$ cat config.mk
export PLATFORM = sky130hd
export DESIGN_NAME = fetch_stage
export DESIGN_NICKNAME = d
export VERILOG_FILES = /design/src/rtl/riscv_pkg.sv /design/src/rtl/if_id_reg.sv /design/src/rtl/fetch_stage.sv
export SDC_FILE = /design/constraint.sdc
export NUM_CORES = 1
export LEC_CHECK = 0
export ABC_CLOCK_PERIOD_IN_PS = 2450
export BUFFER_PORTS_ARGS = -buffer_cell sky130_fd_sc_hd__buf_2
export CAP_MARGIN = 20
export CORE_ASPECT_RATIO = 1.2
export CORE_MARGIN = 1
export CORE_UTILIZATION = 50
export CTS_CLUSTER_DIAMETER = 100
export DETAILED_ROUTE_END_ITERATION = 16
export GPL_TIMING_DRIVEN = 1
export PLACE_DENSITY_LB_ADDON = 0.2
export SYNTH_ARGS = -nofsm -noshare
export SYNTH_HDL_FRONTEND = slang
export SYNTH_HIERARCHICAL = 1
export SYNTH_SLANG_ARGS = --single-unit
$ cat constraint.sdc
create_clock -name clk -period 2.45 [get_ports clk]
set_input_delay 0.3675 -clock clk [delete_from_list [all_inputs] [get_ports clk]]
set_output_delay 0.3675 -clock clk [all_outputs]
set_load 0.02 [all_outputs]
$ cat src/rtl/riscv_pkg.sv
// rtl/riscv_pkg.sv - shared RV32I pipeline constants and fetch FSM state type
package riscv_pkg;
  localparam int          XLEN      = 32;
  localparam logic [31:0] NOP_INSTR = 32'h0000_0013;

  typedef enum logic {FETCH, DRAIN} fetch_state_t;
endpackage

$ cat src/rtl/if_id_reg.sv
// rtl/if_id_reg.sv - IF/ID pipeline register: flush beats stall beats load, else bubble
module if_id_reg
  import riscv_pkg::*;
#(
  parameter int          W   = XLEN,
  parameter logic [31:0] NOP = NOP_INSTR
) (
  input  logic         clk,
  input  logic         reset,
  input  logic         flush,
  input  logic         stall,
  input  logic         load,
  input  logic [31:0]  fetch_instr,
  input  logic [W-1:0] fetch_pc,
  input  logic [W-1:0] fetch_pc_plus4,
  output logic [31:0]  instr,
  output logic [W-1:0] pc,
  output logic [W-1:0] pc_plus4,
  output logic         valid
);

  always_ff @(posedge clk) begin
    if (reset || flush) begin
      instr    <= NOP;
      pc       <= '0;
      pc_plus4 <= '0;
      valid    <= 1'b0;
    end else if (!stall) begin
      if (load) begin
        instr    <= fetch_instr;
        pc       <= fetch_pc;
        pc_plus4 <= fetch_pc_plus4;
        valid    <= 1'b1;
      end else begin
        instr    <= NOP;
        pc       <= '0;
        pc_plus4 <= '0;
        valid    <= 1'b0;
      end
    end
  end

endmodule

$ cat src/rtl/fetch_stage.sv
// rtl/fetch_stage.sv - RV32I fetch: PC register, redirect handling over a
// variable-latency instruction memory, and the IF/ID register
module fetch_stage
  import riscv_pkg::*;
#(
  parameter int              XLEN_P    = XLEN,
  parameter logic [XLEN-1:0] RESET_PC  = 32'h0000_0000,
  parameter logic [31:0]     NOP_VALUE = NOP_INSTR
) (
  input  logic              clk,
  input  logic              reset,
  input  logic              StallF,
  input  logic              StallD,
  input  logic              FlushD,
  input  logic              PCSrcE,
  input  logic [XLEN_P-1:0] PCTargetE,
  output logic              imem_req,
  output logic [XLEN_P-1:0] imem_addr,
  input  logic              imem_ready,
  input  logic [31:0]       imem_rdata,
  output logic [XLEN_P-1:0] PCF,
  output logic [31:0]       InstrD,
  output logic [XLEN_P-1:0] PCD,
  output logic [XLEN_P-1:0] PCPlus4D,
  output logic              ValidD
);

  fetch_state_t      state;
  logic [XLEN_P-1:0] pend_target;
  logic [XLEN_P-1:0] pc_plus4;
  logic              done;
  logic              load;

  assign imem_req  = !reset;
  assign imem_addr = PCF;
  assign done      = imem_req && imem_ready;
  assign pc_plus4  = PCF + XLEN_P'(4);
  assign load      = (state == FETCH) && done && !StallF;

  // PCF only moves on a completed handshake, keeping imem_addr stable while waiting
  always_ff @(posedge clk) begin
    if (reset) begin
      PCF         <= RESET_PC;
      state       <= FETCH;
      pend_target <= '0;
    end else begin
      case (state)
        FETCH: begin
          if (PCSrcE) begin
            if (done) begin
              PCF <= PCTargetE;
            end else begin
              pend_target <= PCTargetE;
              state       <= DRAIN;
            end
          end else if (done && !StallF) begin
            PCF <= pc_plus4;
          end
        end
        DRAIN: begin
          if (done) begin
            PCF   <= PCSrcE ? PCTargetE : pend_target;
            state <= FETCH;
          end else if (PCSrcE) begin
            pend_target <= PCTargetE;
          end
        end
        default: state <= FETCH;
      endcase
    end
  end

  if_id_reg #(
    .W   (XLEN_P),
    .NOP (NOP_VALUE)
  ) u_if_id (
    .clk            (clk),
    .reset          (reset),
    .flush          (FlushD || PCSrcE),
    .stall          (StallD),
    .load           (load),
    .fetch_instr    (imem_rdata),
    .fetch_pc       (PCF),
    .fetch_pc_plus4 (pc_plus4),
    .instr          (InstrD),
    .pc             (PCD),
    .pc_plus4       (PCPlus4D),
    .valid          (ValidD)
  );

endmodule
==> Word level (Yosys, flattened, before mapping) <==
Index checks and enable logic that the tools add are counted.
{ "totals": {"reg_bits": 162, "in_bits": 71} }
{ "op_classes": {"n_addsub": 1, "reduce_logical": 10, "muxes": 17, "n_eq_ne": 6, "bitwise_logic": 1} }
{ "op_table": {"columns": ["cell", "count"], "rows": [
  ["2-to-1 mux 32 bit", 11],
  ["one-hot mux 32 bit (2 select lines)", 2],
  ["adder 32 x 3 -> 32 bit (second input constant)", 1],
  ["inequality test 2 bit (second input constant)", 3],
  ["AND reduction 3 bit", 2],
  ["logical AND 1 bit", 4],
  ["2-to-1 mux 1 bit", 3],
  ["inequality test 3 x 2 -> 1 bit (second input constant)", 1],
  ["inequality test 3 bit (second input constant)", 1],
  ["logical NOT 1 bit", 2],
  ["logical OR 1 bit", 2],
  ["inequality test 2 x 1 -> 1 bit (second input constant)", 1],
  ["one-hot mux 1 bit (2 select lines)", 1],
  ["NOT 1 bit", 1]
]} }

==> Depth between registers and ports, before layout <==
{ "depth": {"word_depth": 6, "ltp_mapped": 8, "mapped_depth_nobuf": 7} }

==> Hierarchy <==
The synthesis kept the hierarchy.
{ "by_module_without_submodules": {"columns": ["mod", "seq_area_each_um2", "area_per_inst_um2", "cells_each", "n_inst"], "rows": [
  ["fetch_stage", 1301.2, 3995.1, 535, 1],
  ["if_id_reg", 1941.9, 3990.1, 432, 1]
]} }

==> Least setup slack after synthesis <==
No wires, ideal clock.
{ "synth_path": {"kind": "flip-flop to flip-flop", "from": "register PCF[3]", "to": "register u_if_id.pc_plus4[20]", "required_time_ns": 2.384, "arrival_time_ns": 2.055, "path_buffers": 0, "path_stages_with_launch": 8, "setup_slack_ns": 0.329, "period_less_slack_ns": 2.121, "cell_sequence": "dfxtp_1 ha_1 nand3_2 nor4_4 or3b_1 xnor2_1 nand3b_1 a21oi_2"} }
{ "synth_between": {"elab_chain_cells": 2} }
{ "synth_rtl": {"columns": ["element", "line_no", "source"], "rows": [
  ["from (decl)", "fetch_stage.sv:21", "output logic [XLEN_P-1:0] PCF,"],
  ["from (signal assigned)", "fetch_stage.sv:51", "PCF <= PCTargetE;"],
  ["from (signal assigned)", "fetch_stage.sv:57", "PCF <= pc_plus4;"],
  ["from (signal assigned)", "fetch_stage.sv:62", "PCF <= PCSrcE ? PCTargetE : pend_target;"],
  ["adder 32 x 3 -> 32 bit", "fetch_stage.sv:37", "assign pc_plus4 = PCF + XLEN_P'(4);"],
  ["net pc_plus4[20]", "fetch_stage.sv:30", "logic [XLEN_P-1:0] pc_plus4;"],
  ["2-to-1 mux 32 bit", "if_id_reg.sv:29", "if (load) begin"],
  ["to (signal assigned)", "if_id_reg.sv:32", "pc_plus4 <= fetch_pc_plus4;"],
  ["to (decl)", "if_id_reg.sv:18", "output logic [W-1:0] pc_plus4,"]
]} }
The timed path passes the listed nets, and every way through them passes these cells.
A chain may end at the register's enable or synchronous reset.

==> Final worst setup path <==
{ "layout_path": {"from": "register PCF[4]", "to": "register PCF[27]"} }
{ "layout_between": {"elab_chain_cells": 4} }
{ "layout_rtl": {"columns": ["element", "line_no", "source"], "rows": [
  ["adder 32 x 3 -> 32 bit", "fetch_stage.sv:37", null],
  ["2-to-1 mux 32 bit", "fetch_stage.sv:56", "end else if (done && !StallF) begin"],
  ["2-to-1 mux 32 bit", "fetch_stage.sv:49", "if (PCSrcE) begin"],
  ["one-hot mux 32 bit (2 select lines)", "fetch_stage.sv:47", "case (state)"]
]} }
No other way between the ends. The select of a mux whose other input is x is not followed.

==> impl_metrics.env <==
export IMPL_status="complete, no violations"
export IMPL_vias=7500
export IMPL_post_place_ws_ns=0.264
export IMPL_power_leakage_uw=0.00396
export IMPL_skew_ns=0.0116
export IMPL_period_share_pct=90.0
export IMPL_cts_max_level=4
export IMPL_ios=233
export IMPL_ff2ff_setup_slack_ns=0.24
export IMPL_hold_path_class="input pin to flip-flop"
export IMPL_fin_tns_setup_ns=0
export IMPL_die_w_um=117
export IMPL_switching_share_pct=25.9
export IMPL_p_clk_share_pct=44.7
export IMPL_grtUsageMet2_pct=42.9
export IMPL_clock_path_buffers=2
export IMPL_io_buffers=232
export IMPL_intPower_uw=4680
export IMPL_clock_root_buffer="clkbuf_16"
export IMPL_routed_wl_mm=23.4
export IMPL_path_class="flip-flop to flip-flop"
export IMPL_synth_seq_cells=162
export IMPL_slew_limit_headroom_pct=60.7
export IMPL_fill_cells=1415
export IMPL_reg2reg_to="PCF[27]"
export IMPL_seqCellArea_mm2=0.00324
export IMPL_max_freq_ghz=0.453
export IMPL_firstDrtPassIters=7
export IMPL_cts_sinks=162
export IMPL_final_core_util_pct=62.9
export IMPL_report_final_slew_viol_count=0
export IMPL_cp_max_fo=8
export IMPL_rows=50
export IMPL_path_clk_slew_ns=0.06
export IMPL_synth_edff_count=0
export IMPL_vias_per_cell=5.50
export IMPL_drt_first_iter_violations=720
export IMPL_antenna_found_initial=0
export IMPL_dieHeight_um=140
export IMPL_holdPathStages=3
export IMPL_place_area_mm2=0.00916
export IMPL_finalCriticalPeriod_ns=2.21
export IMPL_synthFlopType="dfxtp_1"
export IMPL_start_kind="flip-flop"
export IMPL_setup_ws_ns=0.245
export IMPL_tritoncts="yes"
export IMPL_async_flop_share_pct=0
export IMPL_min_delay_start="PCTargetE[1]"
export IMPL_whs_ns=0.183
export IMPL_yosysUniqueCellTypes=57
export IMPL_drc=0
export IMPL_core_area_mm2=0.0156
export IMPL_clk_latency_ns=0.43
export IMPL_p_sw_uw=1640
export IMPL_grt_use_met1_pct=39.0
export IMPL_globalRouteTotalUtil_pct=28.0
export IMPL_die_area_mm2=0.0165
export IMPL_grt_use_met3_pct=5.25
export IMPL_drive_gt1_share_pct=32.9
export IMPL_worstMarginPinSlew_ns=0.585
export IMPL_yosysWarnings=6
export IMPL_ff2ff_path_depth=5
export IMPL_cts_made_buffers=17
export IMPL_syn_inst=967
export IMPL_wl_per_cell_um=17.1
export IMPL_setup_viol=0
export IMPL_design_area_mm2=0.00979
export IMPL_rsz0062_at_grt="no"
export IMPL_holdPathEnd="pend_target[1]"
export IMPL_sequentialPowerShare_pct=43.9
export IMPL_final_hold_viol_count=0
export IMPL_top_usage_layer="met2"
export IMPL_synth_nets=1039
export IMPL_cp_arrival_ns=2.52
export IMPL_first_global_vias=6790
export IMPL_r2r_start="PCF[4]"
export IMPL_pwr_share_comb_pct=11.4
export IMPL_n_antenna_cell=0
export IMPL_grt_pass1_wl_mm=36.8
export IMPL_multiInputGateArea_mm2=0.00406
export IMPL_worstSetupEndpointType="flip-flop"
export IMPL_layout_commonest_cell="buf_2"
export IMPL_cp_required_ns=2.76
export IMPL_mostFrequentLayoutCells="buf_2, nand2_1, dfxtp_1, nand3b_1, a21oi_1"
export IMPL_start_util_pct=51.3
export IMPL_ys_seq_area_share_pct=40.6
export IMPL_hpwlAfterDp_mm=16.2
export IMPL_syn_to_final_growth_pct=22.7
export IMPL_avgSynthCellArea_um2=8.26
export IMPL_grt_max_degree=98
export IMPL_post_cts_setup_buffers=0
export IMPL_maxCapViolations=0
export IMPL_postRouteAntennaNets=0
export IMPL_overflow=0
export IMPL_post_cts_resized=0
export IMPL_max_vdd_ir_drop_mv=0.429
export IMPL_nets=1215
export IMPL_netlist_area_mm2=0.00799
export IMPL_cts_hold_buf=0
export IMPL_routabilityCongestion=0.881
export IMPL_powerDensity_mw_per_mm2=646
## routing by layer
layer | routed length (um) | up-vias
li1 | - | 3685
met4 | 484 | 0
met3 | 1390 | 28
met5 | 0 | -
met2 | 10500 | 271
met1 | 11000 | 3516
## worst max-delay path by stage
stage	to	cells past startpoint	start
4_1_cts	u_if_id/pc_plus4[20]	7	PCF[3]
6_report	PCF[27]	5	PCF[4]
2_1_floorplan	u_if_id/pc_plus4[20]	7	PCF[3]
3_3_place_gp	PCF[27]	5	PCF[4]
3_5_place_dp	u_if_id/pc_plus4[20]	7	PCF[3]
5_1_grt	u_if_id/pc_plus4[20]	7	PCF[3]
## sequential cells by signal (all words and copies together), names as in the netlist
signal	flops
PCF	32
pend_target	32
u_if_id/instr	32
u_if_id/pc	32
u_if_id/pc_plus4	32
state	1
u_if_id/valid	1
## power by group through the flow
| stage | combinational [uW] | sequential [uW] | clock [uW] |
|---|---|---|---|
| finish | 720 | 2780 | 2830 |
| global route | 778 | 2790 | 2980 |
| CTS | 716 | 2770 | 2870 |
| detailed placement | 712 | 2830 | 0 |
| global placement | 712 | 2830 | 0 |
| floorplan | 444 | 2860 | 0 |
## final cells by class
class                      instances  share of cell area [%]
inverter                          12                   0.460
timing repair buffer             274                    15.9
clock buffer                      22                    4.94
sequential                       162                    33.1
multi-input combinational        676                    41.5
tap                              208                    2.66
clock inverter                    10                    1.51
## synthesized netlist by cell type, types with 2 or more instances
master,number,area (um2)
dfxtp_1,162,3240
nand2b_1,4,25.0
or2_2,3,18.8
a32o_1,4,40.0
or4_1,3,22.5
a211oi_1,6,45.0
o21ai_0,26,130
mux2i_1,5,50.1
buf_6,7,78.8
nor2_1,27,101
a21oi_2,60,526
nor3b_1,4,30.0
nor2b_1,4,25.0
a22o_1,3,26.3
buf_2,16,80.1
o211ai_1,3,22.5
and2_1,2,12.5
a22oi_1,3,22.5
buf_1,7,26.3
a21oi_1,93,465
buf_4,37,278
o311ai_0,2,17.5
a221oi_1,5,43.8
xor2_1,9,78.8
inv_1,12,45.0
o31ai_1,2,15.0
o22ai_1,4,25.0
nor3_1,9,45.0
a31oi_1,4,25.0
nand3_1,21,105
o32ai_1,6,52.6
nand2_1,189,709
o21a_1,2,15.0
a221o_1,5,50.1
clkbuf_1,50,188
xnor2_1,18,158
nand3b_1,95,713
nor4_1,7,43.8
nand4_2,3,37.5
and3_1,21,131
and4_1,4,35.0
nand4_1,5,31.3
## cell families after synthesis
| group | Yosys count | synth area share, % |
|---|---|---|
| multiplexers | 5 | 0.627 |
| flip-flops | 162 | 40.6 |
| adder cells (fa/ha/maj) | 1 | 0.157 |
| buffers and inverters | 129 | 8.71 |
| AND/OR/NAND/NOR | 409 | 27.2 |
| AO/OA/AOI/OAI | 234 | 19.7 |
| XOR/XNOR | 27 | 2.96 |
## metrics by stage
| stage | cells | power (uW) |
|---|---|---|
| 6_report | 1364 | 6320 |
| 5_1_grt | 1364 | 6540 |
| 4_1_cts | 1364 | 6360 |
| 3_5_place_dp | 1332 | 3550 |
| 3_3_place_gp | 1332 | 3540 |
| 2_1_floorplan | 967 | 3300 |
## critical path: stages (launching register included)
cell and delay [ns]:
dfxtp_1 0.54, and4_1 0.34, and3_1 0.38, nand3_1 0.26, nor3b_1 0.21, or3_1 0.34
(Power assumes the default switching activity.)
